[src/rtl/rob_commit_ctrl.sv]
// rob_commit_ctrl: in-order ROB head commit sequencer (ALU writeback, stores, exception flush)
module rob_commit_ctrl #(
  parameter int DATA_W       = 32,
  parameter int FLUSH_CYCLES = 2
) (
  input  logic              clk,
  input  logic              rst,
  input  logic              rob_valid,
  input  logic [DATA_W-1:0] rob_val,
  input  logic [4:0]        rob_rd,
  input  logic              rob_store,
  input  logic [DATA_W-1:0] rob_addr,
  input  logic              rob_ex,
  input  logic [DATA_W-1:0] rob_epc,
  output logic              next_head,
  output logic              rf_we,
  output logic [4:0]        rf_rd,
  output logic [DATA_W-1:0] rf_val,
  output logic              mem_req,
  output logic [DATA_W-1:0] mem_addr,
  output logic [DATA_W-1:0] mem_data,
  input  logic              mem_ack,
  output logic              flush,
  output logic [DATA_W-1:0] epc_out,
  output logic [31:0]       commit_count
);
  typedef enum logic [1:0] {RUN, STORE_WAIT, FLUSH} state_t;
  state_t state, state_nx;
  logic [31:0] fcnt;
  logic alu;
  always_comb begin
    alu       = !rst && state == RUN && rob_valid && !rob_ex && !rob_store;
    next_head = alu || (!rst && state == STORE_WAIT && mem_ack);
    rf_we     = alu && rob_rd != 5'd0;
    rf_rd     = rob_rd;
    rf_val    = rob_val;
    state_nx  = state;
    if (state == RUN && rob_valid) state_nx = rob_ex ? FLUSH : rob_store ? STORE_WAIT : RUN;
    else if (state == STORE_WAIT && mem_ack) state_nx = RUN;
    else if (state == FLUSH && fcnt == 32'd0) state_nx = RUN;
  end
  always_ff @(posedge clk) begin
    if (rst) begin
      state        <= RUN;
      mem_req      <= 1'b0;
      mem_addr     <= '0;
      mem_data     <= '0;
      flush        <= 1'b0;
      epc_out      <= '0;
      commit_count <= 32'd0;
      fcnt         <= 32'd0;
    end else begin
      state <= state_nx;
      if (next_head) commit_count <= commit_count + 32'd1;
      // exception outranks a store on the same head entry
      if (state == RUN && rob_valid && rob_ex) begin
        epc_out <= rob_epc;
        flush   <= 1'b1;
        fcnt    <= 32'(FLUSH_CYCLES - 1);
      end else if (state == RUN && rob_valid && rob_store) begin
        mem_addr <= rob_addr;
        mem_data <= rob_val;
        mem_req  <= 1'b1;
      end
      if (state == STORE_WAIT && mem_ack) mem_req <= 1'b0;
      if (state == FLUSH) begin
        if (fcnt == 32'd0) flush <= 1'b0;
        else fcnt <= fcnt - 32'd1;
      end
    end
  end
endmodule

[config.mk]
export PLATFORM = sky130hd
export DESIGN_NAME = rob_commit_ctrl
export DESIGN_NICKNAME = d
export VERILOG_FILES = /design/src/rtl/rob_commit_ctrl.sv
export SDC_FILE = /design/constraint.sdc
export NUM_CORES = 1
export LEC_CHECK = 0
export BUFFER_PORTS_ARGS = -buffer_cell sky130_fd_sc_hd__clkbuf_2
export CAP_MARGIN = 20
export CORE_ASPECT_RATIO = 1.2
export CORE_MARGIN = 2
export CORE_UTILIZATION = 50
export CTS_CLUSTER_DIAMETER = 200
export CTS_CLUSTER_SIZE = 16
export DETAILED_ROUTE_END_ITERATION = 10
export GPL_TIMING_DRIVEN = 0
export HOLD_SLACK_MARGIN = 0.08
export PLACE_DENSITY_LB_ADDON = 0.1
export SLEW_MARGIN = 25
export SYNTH_ARGS = -nofsm -noshare
export SYNTH_HDL_FRONTEND = slang
export SYNTH_SLANG_ARGS = --single-unit
[constraint.sdc]
create_clock -name clk -period 4.2 [get_ports clk]
set_input_delay 0.84 -clock clk [delete_from_list [all_inputs] [get_ports clk]]
set_output_delay 0.84 -clock clk [all_outputs]
set_load 0.01 [all_outputs]
Word-level counts from Yosys, hierarchy flattened
Index checks and enable logic that the tools add are counted.

storage, ports and cells
  register bits = 164
  input port bits = 107
  output and inout port bits = 169
  word-level logic and storage cells = 46

operators by class
  add/sub/neg operators = 2
  equality and inequality tests = 2
  muxes and demuxes = 11
  bitwise gates (word level) = 1
  reduce and logical (&&, ||, !) cells = 22

operators by type and width
  cell                     number
  $mux W32                 3
  $add A32 B1 Y32 const B  1
  $logic_not A32 Y1        1
  $sub A32 B1 Y32 const B  1
  $logic_and A1 B1 Y1      12
  $mux W2                  4
  $reduce_bool A5 Y1       1
  $mux W1                  4
  $logic_not A1 Y1         3
  $reduce_bool A3 Y1       1
  $eq A2 B1 Y1 const B     1
  $eq A2 B2 Y1 const B     1
  $logic_not A2 Y1         1
  $reduce_and A2 Y1        1
  $reduce_or A2 Y1         1
  $logic_or A1 B1 Y1       1
  $not A1 Y1               1

Longest topological paths before layout
Gate-level depths: netlist of the first run.

  depth in word-level cells = 6
  gate-level depth with buffers = 9
  mapped depth without buffers = 7

Least setup slack after synthesis of the first run
OpenSTA, ideal clock, no wires.

  kind = input to output
  start = in rob_valid
  end = out next_head
  data arrival time = 1603 ps
  data required time = 3360 ps
  path slack = 1757 ps
  stages = 4
  cells stage by stage = nor4b_2 a2bb2oi_1 buf_6 inv_1

on the way
  word-level cells in the longest chain between the ends = 4

ends and longest elaborated chain
  item                              line  text
  from (decl)                       8     input logic rob_valid,
  $logic_and A1 B1 Y1 (3 in a row)  32    alu = !rst && state == RUN && rob_valid && !rob_ex && !rob_store;
  $logic_or A1 B1 Y1                33    next_head = alu || (!rst && state == STORE_WAIT && mem_ack);
  to (decl)                         15    output logic next_head,

Every way passes these cells.

Worst setup path after layout of the first run
  start = in rob_ex
  end = out next_head

on the way
  word-level cells in the longest chain between the ends = 4

ends and longest elaborated chain
  item                              line  text
  from (decl)                       13    input logic rob_ex,
  $logic_not A1 Y1                  32
  $logic_and A1 B1 Y1 (2 in a row)  32
  $logic_or A1 B1 Y1                33

Every way passes these cells.

==> metrics, run 1 <==
R2R depth=9; CTS Buffer Depth=2; Slew Viols, Final=0; DRC=0; Starting Density=50.8%; most frequent cells after synthesis=nand2_1, dfxtp_1, a21oi_1; Sw Ratio=38.0%; mapped cell area=0.00693 mm²; clock sinks=164; Post-synth ARST share=0%; gr ovfl total=0; VDD IR max=0.386 mV; crit path DAT=2.12 ns; Via Count=6851; DR pass1 iterations=5; initial antenna violation count=0; number of I/O pins=276; most common cell in the synthesized netlist=nand2_1; PortBufs=275; # hold bufs at CTS=0; Synth Flop Type=dfxtp_1; highest net fanout along the worst path=10; register area share after synthesis=47.4%; layout cells sized above 1=32.2%; cell accounting for the most synthesized area=dfxtp_1; number of global-route vias before repair=6350; max-cap viol count=0; Final nets=1238; Area Growth Syn to Fin=30.7%; HP Start=epc_out[1]; WS Path Type=in -> out; dpl cells=1280; cell area power density=578 mW/mm²; endpoints failing setup=0; post-synthesis instance total=834; Yosys cell types=56; width of the die=111 µm; Pleak=3.85 nW; total track usage=26.3%; outcome=finished clean; Req. time, crit path=3.36 ns; Clock Power Share=27.0%; first-pass GRT wire length=31600 µm; FF-to-FF Start=fcnt[0]; cts repair resizes=0; CTS Root Cell=clkbuf_16; Setup Buffers After CTS=0; H-tree depth=4; setup TNS=0 ns; Final Cycle Share=70.4%; initial DRC count=237; min Tclk post-route=2.96 ns; Highest Clock Rate=338 MHz; Crit. End Element=output pin; Die ar.=0.0148 mm²; Worst Hold Depth=2; core region area=0.0136 mm²; yosys warns=0; number of antenna repair diodes=0; headroom to the max-slew limit=48.1%; EDFF count, synth=0; largest net degree at the start of global routing=17; Worst-Margin Slew=0.776 ns; Routed wire per std cell=15.0 µm; mean post-synth cell area=8.31 µm²; Std-Cell Rows=47; Synth area leaders=dfxtp_1, nand2_1, a21oi_1, buf_4, xnor2_1; Sw Pwr=1.99 mW; final antenna-violating net count=0; crit path launch type=input pin; syn nets=944; gp weighted congestion=0.830; Via-to-Cell Ratio=5.22; worst skew pair latency=0.43 ns; Final Hold Viols=0; Clock Skews=0.00680 ns; CTS tree=yes; number of synthesized register bits=164; Num CTS Buffers=17; Cell Count, Final, Fillers Out=1312; top cell type's share of synthesized area=47.4%; Min-Delay Path Class=reg -> reg; Detail Placement HPWL=14900 µm; Logic pwr share=36.4%; Worst Setup SP=rob_ex; Clock transition at path regs=0.06 ns; drt total wl=19700 µm; die span in y=133 µm; Sequential Power Share=36.5%; Internal Pwr Total=3.24 mW; RSZ-0062 raised after global routing=no
## routing by layer
metal	part of all wire, %	GRT usage (%)	vias up
met1	42	30.9	3152
li1	-	-	3440
met2	50	46.6	237
met3	6.9	7.92	22
met4	1.6	7.68	0
met5	0	0	-
## cell families (layout without fill, tap and decap cells)
family / Yosys count / in the layout / synth area share [%]
simple gates: 367 / 367 / 25.5
flops: 164 / 164 / 47.4
mux: 2 / 2 / 0.289
compound gates: 177 / 177 / 15.3
fa+ha+maj: 3 / 3 / 0.542
buf+inv: 96 / 403 / 7.76
xor+xnor: 25 / 25 / 3.16
## worst paths after layout
path,endpoint,slack (ns)
worst max-delay path,next_head,1.24
worst min-delay path,epc_out[1],0.45
worst max register to register,fcnt[22],1.53
worst min register to register,epc_out[1],0.45
## power by group through the flow
stage / Combinational [mW] / Sequential [mW] / Clock (mW)
6_report: 1.90 / 1.91 / 1.41
5_1_grt: 2.08 / 1.94 / 1.50
4_1_cts: 1.90 / 1.91 / 1.43
3_5_place_dp: 1.88 / 1.94 / 0
3_3_place_gp: 1.85 / 1.93 / 0
2_1_floorplan: 1.43 / 1.93 / 0
## through the flow
stage | worst slack, ns | hold WS (ns) | power (mW) | instance area, µm² | util, %
after floorplan | 1.76 | 0.453 | 3.36 | 6930 | -
after global placement | 1.25 | 0.441 | 3.79 | 8520 | 62.4
after detailed placement | 1.23 | 0.444 | 3.82 | 8520 | 62.4
after CTS | 1.23 | 0.453 | 5.24 | 9050 | 66.4
after global routing | 1.09 | 0.468 | 5.52 | 9050 | 66.4
final | 1.24 | 0.452 | 5.23 | 9050 | 66.4
## cell usage in the layout, fill, tap and decap left out, types with 3 or more instances in the layout
master      count
clkbuf_16      17
clkbuf_1       41
nor4_1         10
a21oi_1       123
nand2_1       210
nor2_1         35
xor2_1          3
o31ai_1        13
buf_1           7
nor3_1         13
nor4b_1         6
and4_1          5
or2_2           3
clkbuf_8        4
o211ai_1        4
clkbuf_2      275
or3_1          22
nand3_1        14
buf_4          39
xnor2_1        22
nand4_1        10
o31ai_4         3
inv_1           8
o41ai_1         5
clkinvlp_4      3
or4_1          18
o311ai_0        4
o21ai_0        15
dfxtp_1       164
ha_1            3
## sequential cells by signal, summed over array words and instances (netlist names)
signal and cells:
fcnt 32, mem_req 1, mem_addr 32, commit_count 32, flush 1, mem_data 32
state 2, epc_out 32
## worst max-delay path, stage by stage
cell       delay [ns]
clkbuf_2         0.10
nor4b_2          0.46
a2bb2oi_1        0.31
buf_6            0.24
inv_1            0.05
clkbuf_2         0.12
## area by class of cell
cell class                      instances  area (µm²)
Buffer                                 88         508
Clock buffer                           25         485
Clock inverter                          7        50.0
Fill cell                            1241        4590
Inverter                                8        30.0
Multi-Input combinational cell        574        3110
Sequential cell                       164        3280
Tap cell                              171         214
Timing Repair Buffer                  275        1380
No activity file was read; power rests on OpenSTA's default activity.
==> run 2, diff against run 1 <==
--- a/config.mk
+++ b/config.mk
@@ -9,7 +9,7 @@
 export CAP_MARGIN = 20
 export CORE_ASPECT_RATIO = 1.2
 export CORE_MARGIN = 2
-export CORE_UTILIZATION = 50
+export CORE_UTILIZATION = 49
 export CTS_CLUSTER_DIAMETER = 200
 export CTS_CLUSTER_SIZE = 16
 export DETAILED_ROUTE_END_ITERATION = 10
==> constraint.sdc (replaced) <==
create_clock -name clk -period 2.9 [get_ports clk]
set_input_delay 0.58 -clock clk [delete_from_list [all_inputs] [get_ports clk]]
set_output_delay 0.58 -clock clk [all_outputs]
set_load 0.01 [all_outputs]
==> metrics, run 2 (synthesis gave the netlist of run 1 again) <==
outcome=finished clean; drt total wl=19500 µm (-0.85%); WHS=0.369 ns (-0.0831 ns); headroom to the max-slew limit=51.4% (+3.4 points); Area Growth Syn to Fin=32.4%; most common cell after layout, fill and taps aside=clkbuf_2; Final nets=1238 (unchanged); layout cells sized above 1=32.5% (+0.35 points); setup TNS=0 ns (unchanged); number of I/O pins=276 (unchanged); Worst Setup SP=state[1]; worst skew pair latency=0.43 ns (about the same); Crit. End Element=output pin; initial DRC count=434 (+83%); CTS Root Cell=clkbuf_16; cell area power density=884 mW/mm² (+53%); Min-Delay Path Class=in -> reg; endpoints failing setup=0 (unchanged); Clock transition at path regs=0.06 ns (about the same); cts repair resizes=0 (unchanged); DRC=0 (unchanged); min Tclk post-route=2.68 ns; PortBufs=275 (unchanged); initial antenna violation count=0 (unchanged); Detail Placement HPWL=14800 µm (-1.2%); most frequent cells in the layout=clkbuf_2, nand2_1, dfxtp_1; Via-to-Cell Ratio=5.21 (-0.23%); crit path DAT=2.10 ns (-0.02 ns); clock sinks=164 (unchanged); final antenna-violating net count=0 (unchanged); number of global-route vias before repair=6218 (-2.1%); R2R Setup Slk=0.28 ns (-1.25 ns); Via Count=6835 (-0.23%); CTS Buffer Depth=2 (unchanged); Routed wire per std cell=14.9 µm (-0.85%); Slew Viols, Final=0 (unchanged); VDD IR max=0.610 mV (+58%); Pleak=3.92 nW (+1.7%); max-cap viol count=0 (unchanged); highest net fanout along the worst path=10 (unchanged); number of antenna repair diodes=0 (unchanged); gr ovfl total=0 (unchanged); core region area=0.0138 mm² (+1.3%); FF-to-FF Start=fcnt[0]; DR pass1 iterations=5 (unchanged); # hold bufs at CTS=0 (unchanged); R2R Path End=fcnt[22]; H-tree depth=4 (unchanged); gp weighted congestion=0.826 (-0.45%); Clock Skews=0.00540 ns (-0.00140 ns); Setup Buffers After CTS=0 (unchanged); WS Path Type=reg -> out; R2R depth=9 (unchanged); Final Cycle Share=92.6%; Starting Density=50.1% (-0.65 points); Die ar.=0.0151 mm² (+2.0%); Final Hold Viols=0 (unchanged); largest net degree at the start of global routing=17 (unchanged); total track usage=25.5% (-0.87 points); Req. time, crit path=2.32 ns (-1.04 ns); first-pass GRT wire length=30900 µm (-2.1%); crit path to=next_head; crit path launch type=flop; die span in y=134 µm (+0.99%); Num CTS Buffers=17 (unchanged); Highest Clock Rate=372 MHz; width of the die=113 µm (+0.98%); Worst-Margin Slew=0.726 ns (-0.0505 ns); CTS tree=yes; Std-Cell Rows=47 (unchanged); RSZ-0062 raised after global routing=no
==> run 2: cell types whose count changed in the layout (fill, tap and decap cells not counted), sizes merged <==
cell,before,now
inv,8,10
bufinv,0,5
clkinvlp,3,1
clkbuf,338,333
==> run 2: final cells by class <==
cell class	count	area, µm²
timing repair buffer	275	1380
inverter	8	30.0
fill	1221	4640
buffer	88	508
tap	171	214
multi-input combinational	574	3110
clock buffer	20	457
sequential	164	3280
clock inverter	12	199
==> run 2: worst min path at each step <==
stage,from,end,depth (start not counted)
after floorplan,fcnt[31],fcnt[31],2
after global placement,epc_out[16],epc_out[16],2
after detailed placement,mem_addr[10],mem_addr[10],2
after CTS,rob_epc[21],epc_out[21],3
after global routing,rob_epc[6],epc_out[6],3
final,rob_epc[18],epc_out[18],3
==> run 2: worst max-delay path: stages, from the launching register on <==
cell	delay, ns
dfxtp_1	0.37
nor4b_2	0.56
a2bb2oi_1	0.33
buf_6	0.24
inv_1	0.05
clkbuf_2	0.12
==> run 2: per-layer routing <==
layer  track usage (%)  share of wire (%)
met1              29.9                 41
met2              45.4                 51
met3              6.82                7.1
met4              7.52                1.2
met5                 0                  0
==> run 2: power breakdown <==
| group | internal (mW) | switching (mW) |
|---|---|---|
| Combinational | 1.04 | 1.80 |
| Sequential | 2.53 | 0.252 |
| Clock | 1.58 | 0.917 |
| Total | 5.14 | 2.97 |
==> run 2: through the flow <==
stage	worst slack [ns]	cells	instance area (µm²)	total power [mW]	utilization, %
after floorplan	0.679	834	6930	4.86	-
after global placement	0.249	1280	8520	5.30	61.6
after detailed placement	0.219	1280	8520	5.34	61.6
after CTS	0.217	1312	9180	8.17	66.4
after global routing	0.0239	1312	9180	8.69	66.4
final	0.215	1312	9180	8.11	66.4
==> run 3, diff against run 2 <==
--- a/config.mk
+++ b/config.mk
@@ -6,7 +6,7 @@
 export NUM_CORES = 1
 export LEC_CHECK = 0
 export BUFFER_PORTS_ARGS = -buffer_cell sky130_fd_sc_hd__clkbuf_2
-export CAP_MARGIN = 20
+export CAP_MARGIN = 25
 export CORE_ASPECT_RATIO = 1.2
 export CORE_MARGIN = 2
 export CORE_UTILIZATION = 49
==> constraint.sdc (replaced) <==
create_clock -name clk -period 2.9 [get_ports clk]
set_input_delay 0.725 -clock clk [delete_from_list [all_inputs] [get_ports clk]]
set_output_delay 0.725 -clock clk [all_outputs]
set_load 0.01 [all_outputs]
==> metrics, run 3 (synthesis gave the netlist of run 1 again) <==
clock sinks=164 (unchanged); max-cap viol count=0 (unchanged); worst skew pair latency=0.43 ns (about the same); Die ar.=0.0151 mm² (unchanged); gp weighted congestion=0.826 (unchanged); setup TNS=0 ns (unchanged); most frequent cells in the layout=clkbuf_2, nand2_1, dfxtp_1; Clock transition at path regs=0.06 ns (about the same); Routed wire per std cell=14.9 µm (about the same); outcome=finished clean; Std-Cell Rows=47 (unchanged); initial DRC count=388 (-11%); R2R Path End=fcnt[25]; Via-to-Cell Ratio=5.22 (+0.26%); Final Hold Viols=0 (unchanged); number of I/O pins=276 (unchanged); Slew Viols, Final=0 (unchanged); core region area=0.0138 mm² (unchanged); R2R Setup Slk=0.27 ns (about the same); number of global-route vias before repair=6218 (unchanged); VDD IR max=0.673 mV (+10%); drt total wl=19600 µm (about the same); layout cells sized above 1=32.6% (+0.088 points); WS Path Type=reg -> reg; number of antenna repair diodes=0 (unchanged); Clock Skews=0.00553 ns (+0.000130 ns); Setup Buffers After CTS=0 (unchanged); cell area power density=901 mW/mm² (+1.9%); initial antenna violation count=0 (unchanged); CTS tree=yes; Highest Clock Rate=381 MHz (+2.2%); Req. time, crit path=3.25 ns (+0.93 ns); Worst Hold Depth=2 (-1); total track usage=25.5% (unchanged); R2R depth=8 (-1); Crit. End Element=flop; RSZ-0062 raised after global routing=no; first-pass GRT wire length=30900 µm (unchanged); headroom to the max-slew limit=51.3% (-0.16 points); highest net fanout along the worst path=10 (unchanged); Register Area=0.00328 mm² (unchanged); Worst-Margin Slew=0.728 ns (+0.00236 ns); # hold bufs at CTS=0 (unchanged); Via Count=6853 (+0.26%); Pwr Total=8.28 mW (+2.1%); Hold EP=epc_out[3]; Multi-input gate area=0.00312 mm² (+0.48%); Area Growth Syn to Fin=32.6%; largest net degree at the start of global routing=17 (unchanged); Detail Placement HPWL=14800 µm (unchanged); Final Util=66.5% (+0.11 points); min Tclk post-route=2.63 ns (-0.0590 ns); DRC=0 (unchanged); Final nets=1238 (unchanged); PortBufs=275 (unchanged); Final Cycle Share=90.5% (-2.0 points); crit path DAT=2.98 ns (+0.88 ns); final antenna-violating net count=0 (unchanged); filler cell count=1218 (-0.25%); Starting Density=50.1% (unchanged); die span in y=134 µm (unchanged); HP Start=epc_out[3]; Min-Delay Path Class=reg -> reg; WHS=0.451 ns (+0.0821 ns); cts repair resizes=0 (unchanged); gr ovfl total=0 (unchanged); FF-to-FF Start=fcnt[0]; crit path launch type=flop; CTS Root Cell=clkbuf_16; Pleak=3.92 nW (+0.14%); width of the die=113 µm (unchanged); DR pass1 iterations=5 (unchanged); most common cell after layout, fill and taps aside=clkbuf_2; Num CTS Buffers=17 (unchanged); endpoints failing setup=0 (unchanged); CTS Buffer Depth=2 (unchanged); H-tree depth=4 (unchanged)
## run 3: worst max-delay path: stages, from the launching register on
cell,delay [ns]
dfxtp_1,0.38
inv_1,0.08
ha_1,0.20
nor4b_1,0.16
nand4_1,0.17
buf_1,0.56
nand4_1,0.38
or4_1,0.49
a21oi_1,0.15
## run 3: how the worst max path moves through the flow
stage,from,end,slack [ns],cells past startpoint
6_report,fcnt[0],fcnt[25],0.27,8
5_1_grt,fcnt[0],fcnt[22],0.02,9
4_1_cts,state[1],next_head,0.07,5
3_5_place_dp,rob_ex,commit_count[25],0.07,7
3_3_place_gp,rob_ex,commit_count[29],0.10,7
2_1_floorplan,rob_ex,commit_count[29],0.61,6
## run 3: routing by layer
| layer | track usage, % | wire [µm] |
|---|---|---|
| met2 | 45.4 | 9820 |
| met4 | 7.52 | 342 |
| met3 | 6.82 | 1350 |
| met5 | 0 | 0 |
| met1 | 29.9 | 8050 |
## run 3: final cells by class
type | count | area share [%]
well taps | 171 | 2.33
repair buffers | 275 | 15.0
multi-input cells | 574 | 34.0
flip-flops and latches | 164 | 35.7
inverters | 8 | 0.327
plain buffers | 88 | 5.53
clock buffers | 20 | 4.97
clock inverters | 12 | 2.16
## run 3: report_power, final
| part | leakage, nW | total [mW] | switching [mW] | internal [mW] |
|---|---|---|---|---|
| Clock | 0.321 | 2.50 | 0.922 | 1.58 |
| Sequential | 1.33 | 2.80 | 0.268 | 2.54 |
| Combinational | 2.27 | 2.98 | 1.89 | 1.09 |
| Total | 3.92 | 8.28 | 3.08 | 5.20 |
## run 3: metrics by stage
stage          worst slack [ns]  std cells  cell area [µm²]
6_report                  0.274       1312             9190
4_1_cts                  0.0720       1312             9180
5_1_grt                  0.0239       1312             9190
3_5_place_dp             0.0738       1280             8520
2_1_floorplan             0.613        834             6930
3_3_place_gp              0.104       1280             8520
